### config.mk
export PLATFORM = sky130hd
export DESIGN_NAME = lamp_state_encoder
export DESIGN_NICKNAME = d
export VERILOG_FILES = /design/src/rtl/lamp_state_encoder.sv
export SDC_FILE = /design/constraint.sdc
export NUM_CORES = 1
export LEC_CHECK = 0
export BUFFER_PORTS_ARGS = -buffer_cell sky130_fd_sc_hd__buf_4
export CAP_MARGIN = 20
export CORE_ASPECT_RATIO = 2
export CORE_MARGIN = 2
export CORE_UTILIZATION = 50
export CTS_BUF_LIST = sky130_fd_sc_hd__clkbuf_4 sky130_fd_sc_hd__clkbuf_8 sky130_fd_sc_hd__clkbuf_16
export DETAILED_ROUTE_END_ITERATION = 10
export PLACE_DENSITY = 0.73
export SLEW_MARGIN = 20
export SYNTH_ARGS = -nofsm -noshare
export SYNTH_HDL_FRONTEND = slang
export SYNTH_SLANG_ARGS = --single-unit
### constraint.sdc
create_clock -name clk -period 1.7 [get_ports clk]
set_input_delay 0.17 -clock clk [delete_from_list [all_inputs] [get_ports clk]]
set_output_delay 0.17 -clock clk [all_outputs]
set_load 0.03 [all_outputs]
### src/rtl/lamp_state_encoder.sv
// Scans a captured 16-bit lamp pattern one bit per cycle and reports the count.
// Optional thermometer checking is enabled with LAMP_STATE_STRICT_EN.
module lamp_state_encoder #(
    parameter int N_LAMPS = 16,
    parameter int CNT_W   = 4
) (
    input  logic               clk,
    input  logic               reset,
    input  logic               start,
    input  logic [N_LAMPS-1:0] lights_state,
    output logic               busy,
    output logic               done,
    output logic [CNT_W-1:0]   active_lights,
    output logic               pattern_err
);

    typedef enum logic [1:0] {
        IDLE = 2'd0,
        SCAN = 2'd1,
        DONE = 2'd2
    } state_t;

    localparam logic [CNT_W-1:0] LAST_IDX = CNT_W'(N_LAMPS - 1);

    state_t             state;
    state_t             state_nxt;
    logic [N_LAMPS-1:0] shreg;
    logic [CNT_W-1:0]   idx;
    logic [CNT_W:0]     run_cnt;
    logic [CNT_W:0]     run_nxt;
    logic               run_inc;
    logic               err_nxt;
    logic               bit_cur;
    logic               last_bit;
    logic               accept;
    logic               finish;

    assign bit_cur  = shreg[0];
    assign last_bit = (idx == LAST_IDX);
    assign accept   = start && (state == IDLE || state == DONE);
    assign finish   = (state == SCAN) && last_bit;

`ifdef LAMP_STATE_STRICT_EN
    logic seen_zero;
    logic err;

    // Thermometer tracking: count leading ones, flag any one after a zero.
    always_comb begin
        run_inc = bit_cur & ~seen_zero;
        err_nxt = err | (bit_cur & seen_zero) | (last_bit & bit_cur);
        run_nxt = run_cnt + {{CNT_W{1'b0}}, run_inc};
    end

    // Gap-detection flags, cleared on every accepted capture.
    always_ff @(posedge clk) begin
        if (reset) begin
            seen_zero <= 1'b0;
            err       <= 1'b0;
        end else if (accept) begin
            seen_zero <= 1'b0;
            err       <= 1'b0;
        end else if (state == SCAN) begin
            seen_zero <= seen_zero | ~bit_cur;
            err       <= err_nxt;
        end
    end

    // Error result is latched together with the count.
    always_ff @(posedge clk) begin
        if (reset)
            pattern_err <= 1'b0;
        else if (finish)
            pattern_err <= err_nxt;
    end
`else
    // Plain population count; no pattern checking.
    always_comb begin
        run_inc = bit_cur;
        err_nxt = 1'b0;
        run_nxt = run_cnt + {{CNT_W{1'b0}}, run_inc};
    end

    assign pattern_err = 1'b0;
`endif

    // State register.
    always_ff @(posedge clk) begin
        if (reset)
            state <= IDLE;
        else
            state <= state_nxt;
    end

    // Next-state logic; start is only honoured in IDLE or DONE.
    always_comb begin
        state_nxt = state;
        unique case (state)
            IDLE:    state_nxt = accept ? SCAN : IDLE;
            SCAN:    state_nxt = last_bit ? DONE : SCAN;
            DONE:    state_nxt = start ? SCAN : IDLE;
            default: state_nxt = IDLE;
        endcase
    end

    // Handshake outputs decoded from state.
    always_comb begin
        busy = (state == SCAN);
        done = (state == DONE);
    end

    // Shift register, scan index and run counter.
    always_ff @(posedge clk) begin
        if (reset) begin
            shreg   <= '0;
            idx     <= '0;
            run_cnt <= '0;
        end else if (accept) begin
            shreg   <= lights_state;
            idx     <= '0;
            run_cnt <= '0;
        end else if (state == SCAN) begin
            shreg   <= shreg >> 1;
            idx     <= idx + 1'b1;
            run_cnt <= run_nxt;
        end
    end

    // Count result, saturated when all lamps are lit.
    always_ff @(posedge clk) begin
        if (reset)
            active_lights <= '0;
        else if (finish)
            active_lights <= run_nxt[CNT_W] ? '1 : run_nxt[CNT_W-1:0];
    end

endmodule

**After elaboration in Yosys (flattened, before gate mapping)**

Cells that the tools add are included.

- Output and inout bits: 7
- Word-level logic and storage cells: 23
- Register bits after elaboration: 31

- Reduce and logical (&&, ||, !) cells: 6
- Equal/unequal tests: 3
- $add $sub $neg: 2
- Mux-type cells: 7

Operators with widths:

| operator | count |
|---|---|
| two-way mux 16 bit | 2 |
| case mux 2 bit (3 select lines) | 1 |
| adder 5 x 1 -> 5 bit | 1 |
| adder 4 x 1 -> 4 bit, second input constant | 1 |
| equality test 4 bit, second input constant | 1 |
| two-way mux 4 bit | 1 |
| equality test 2 x 1 -> 1 bit, second input constant | 1 |
| equality test 2 bit, second input constant | 1 |
| logical AND 1 bit | 2 |
| logical NOT 2 bit | 1 |
| two-way mux 1 bit | 2 |
| two-way mux 2 bit | 1 |
| nonzero test 2 bit | 1 |
| OR reduction 2 bit | 1 |
| logical OR 1 bit | 1 |

**Logic depth before layout (Yosys ltp)**

- Depth in word-level cells: 5
- Gate-level depth with buffers: 6

**Worst setup path after synthesis**

Ideal clock, no wire load.

- Kind: reg2reg
- Start point: register shreg[0]
- End point: register active_lights[2]
- Path buffers: 0
- Slack: 383 ps
- Period minus slack after synthesis: 1,317 ps
- Cell stages (with the launch flop): 6
- Arrival time: 1,176 ps
- Data required time: 1,559 ps
- Cell sequence: dfxtp_1 > ha_1 > ha_1 > nand3_1 > xor2_1 > a311oi_1

- Longest elaborated chain between the ends: 2

RTL lines:

| element | line | RTL |
|---|---|---|
| from (decl) | 27 | `logic [N_LAMPS-1:0] shreg;` |
| from (signal assigned) | 118 | `shreg <= lights_state;` |
| from (signal assigned) | 122 | `shreg <= shreg >> 1;` |
| adder 5 x 1 -> 5 bit | 80 | `run_nxt = run_cnt + {{CNT_W{1'b0}}, run_inc};` |
| two-way mux 4 bit | 133 | `active_lights <= run_nxt[CNT_W] ? '1 : run_nxt[CNT_W-1:0];` |
| to (signal assigned) | 133 |  |
| to (decl) | 13 | `output logic [CNT_W-1:0] active_lights,` |

No other way between the ends.
A chain may end at the register's enable or synchronous reset.

**Worst setup path in the final report**

- Start point: register state[0]
- End point: output port busy

- Longest elaborated chain between the ends: 1

RTL lines:

| element | line | RTL |
|---|---|---|
| from (decl) | 25 | `state_t state;` |
| from (signal assigned) | 91 | `state <= state_nxt;` |
| equality test 2 x 1 -> 1 bit | 107 | `busy = (state == SCAN);` |
| to (decl) | 11 | `output logic busy,` |

No other way between the ends.

==> impl_metrics.py <==
metrics = {
    "floorplan": {
        "rows": 27,
        "core_um2": 2700,
        "die_w_um": 41.1,
        "fp.dieH_um": 78.2,
        "io_pins": 26,
        "die_area_um2": 3220,
        "initial_core_util": 0.510,
    },
    "global_route": {
        "grt_usage": 0.213,
        "grt_pass1_vias": 1161,
        "antenna_found_initial": 0,
        "grt_overflow": 0,
        "grt_max_degree": 24,
        "grt_pass1_wl_um": 4760,
    },
    "synth": {
        "synth-edff-count": 0,
        "async_flop_share": 0,
        "synth_area_um2": 1380,
        "syn_nets": 176,
        "syn_area_per_cell_um2": 8.95,
        "synthTopCellsByArea": "dfxtp_1 (45%), nor3_1 (5.8%), a311oi_2 (5.4%)",
        "synth_top_area_frac": 0.450,
        "synthCells": 154,
        "synth_cell_type_count": 30,
        "seq_area_frac_synth": 0.450,
        "postSynthRegisterBits": 31,
        "synth-main-ff-cell": "dfxtp_1",
        "yosysTopAreaCell": "dfxtp_1",
        "synth_warnings": 0,
    },
    "cts": {
        "holdBufCountCts": 0,
        "worstSkewPairLatency_ns": 0.28,
        "htree_num_levels": 2,
        "cts_buffers": 5,
        "clk_pin_slew_ns": 0.07,
        "clk_path_buf_depth": 2,
        "cts_tree": "done",
        "root_buffer": "clkbuf_8",
        "post_cts_buffers": 0,
        "clock_sinks": 31,
    },
    "pwr": {
        "irDropWorstVdd_uv": 774,
        "p_comb_frac": 0.129,
        "p_int_mw": 1.18,
        "switching_power_uw": 402,
        "seqPwrFrac": 0.501,
        "power_density_nw_per_um2": 972,
        "clkPwrFrac": 0.371,
        "p_sw_frac": 0.255,
        "p_leak_nw": 0.631,
        "finalPower_mw": 1.58,
    },
    "timing": {
        "final_hold_viol_count": 0,
        "finalSetupViolations": 0,
        "period_share": 0.893,
        "timing.setup.tns_ns": 0,
        "slew_violations": 0,
        "hold_ws_ns": 0.148,
        "max_freq_mhz": 659,
        "period_needed_ns": 1.52,
        "finClkSkew_ns": 0.00629,
        "rsz0062_at_grt": "false",
    },
    "critical_path": {
        "cp_max_fo": 20,
        "cp_slowest_cell": "dfxtp_1",
        "crit_path_start_kind": "register",
        "path_class": "reg -> out",
        "rr_worst_depth": 5,
        "critPathCaptureType": "primary output",
        "path_cells": "nand2b_1 > inv_4 > buf_4",
        "worstPathArrival_ns": 1.35,
        "slowest_delay_ns": 0.39,
        "critical_path_required_ns": 1.53,
    },
    "drt": {
        "drc": 0,
        "drtIter0Drc": 25,
        "antenna_left": 0,
        "vias": 1165,
        "first_pass_iters": 4,
        "vias_per_cell": 5.66,
        "totalWireLength_um": 2860,
        "wl_per_cell_um": 13.9,
    },
    "worst_hold_path": {
        "hold_depth": 3,
        "holdCritPathClass": "in -> reg",
    },
    "job": {
        "cap_violations": 0,
    },
    "finish": {
        "area_delta_synth_final_pct": 18.0,
        "diodes": 0,
        "nNetsFinal": 198,
        "drive_above_1_share": 0.243,
    },
    "outcome": {
        "outcome": "complete, no violations",
    },
    "place": {
        "portBuffers": 24,
        "dp_hpwl_um": 2060,
        "place.gp.congestion": 0.726,
    },
}
## critical path: cells and delay by family, from the launching register on
kind,cells,cell delay (ns)
flip-flops,1,0.39
AND/OR/NAND/NOR,1,0.22
buffers and inverters,2,0.45
## path summary, 6_finish.rpt
path / startpoint / to / slack, ns
hold reg to reg: run_cnt[0] / run_cnt[0] / 0.47
setup reg to reg: shreg[0] / active_lights[0] / 0.24
hold / removal: lights_state[15] / shreg[15] / 0.15
setup / recovery: state[0] / busy / 0.18
## synthesized netlist by cell type, drive strengths merged (3+ instances only)
cell,n
clkbuf,3
xnor2,3
nor2,8
nor3,16
buf,10
xor2,3
nand3,6
or3,3
nand2,17
o22ai,8
o21ai,3
ha,3
a311oi,9
nand2b,3
a21oi,14
dfxtp,31
inv,3
## sequential cells by signal (all words and copies together) (netlist names)
name and flops:
active_lights 4, idx 4, run_cnt 5, shreg 16
state 2
## metrics by stage
stage	std cells	utilization	area [µm²]	setup slack (ns)
6_report	206	0.601	1630	0.182
5_1_grt	206	0.601	1630	0.0825
4_1_cts	206	0.600	1620	0.0760
3_5_place_dp	198	0.568	1530	0.251
3_3_place_gp	198	0.568	1530	0.286
2_1_floorplan	154	-	1380	0.383
## power by group through the flow
stage               Sequential (mW)  Clock (mW)  Combinational, mW
floorplan                     0.800           0              0.153
global placement              0.805           0              0.196
detailed placement            0.806           0              0.202
CTS                           0.791       0.598              0.203
global route                  0.795       0.650              0.224
finish                        0.791       0.586              0.203
## cell families (layout without fill, tap and decap cells)
family,count (synthesis),in the layout,synth area share
AO/OA/AOI/OAI,37,37,0.194
adder cells (fa/ha/maj),3,3,0.0273
flip-flops,31,31,0.451
AND/OR/NAND/NOR,60,60,0.213
buffers and inverters,16,39,0.0736
other,1,1,0.00272
XOR/XNOR,6,6,0.0382
## layer usage
| layer | part of all wire | vias up | global-route usage | routed length, µm |
|---|---|---|---|---|
| met5 | 0 | - | 0 | 0 |
| met4 | 0.019 | 0 | 0.113 | 53 |
| met3 | 0.034 | 5 | 0.0537 | 98 |
| met2 | 0.55 | 25 | 0.352 | 1570 |
| met1 | 0.40 | 543 | 0.228 | 1140 |
| li1 | - | 592 | - | - |
## placed cells by master (no fill, tap or decap), types with 2 or more instances in the layout
master,Yosys,layout
a21oi_1,14,14
a22oi_1,2,2
a311oi_1,4,4
a311oi_2,5,5
and2b_1,2,2
buf_4,4,28
clkbuf_4,0,2
clkbuf_8,0,5
dfxtp_1,31,31
ha_1,3,3
inv_1,2,2
nand2_1,17,17
nand2b_1,3,3
nand3_1,6,6
nor2_1,8,8
nor3_1,16,16
o21ai_0,3,3
o22ai_1,8,8
or3_1,3,3
xnor2_1,3,3
xor2_1,3,3
## what timing repair did
action	CTS	global route
resized for setup	0	2
setup endpoints to repair	0	1
hold endpoints to repair	0	0
## layout make-up
| class | instances | area (µm²) |
|---|---|---|
| clock buffers | 7 | 83.8 |
| clock inverters | 1 | 5.00 |
| fillers | 248 | 1080 |
| inverters | 3 | 13.8 |
| multi-input cells | 107 | 656 |
| flip-flops and latches | 31 | 621 |
| well taps | 29 | 36.3 |
| repair buffers | 28 | 210 |
Note: power is estimated with default switching activity, not from simulation.
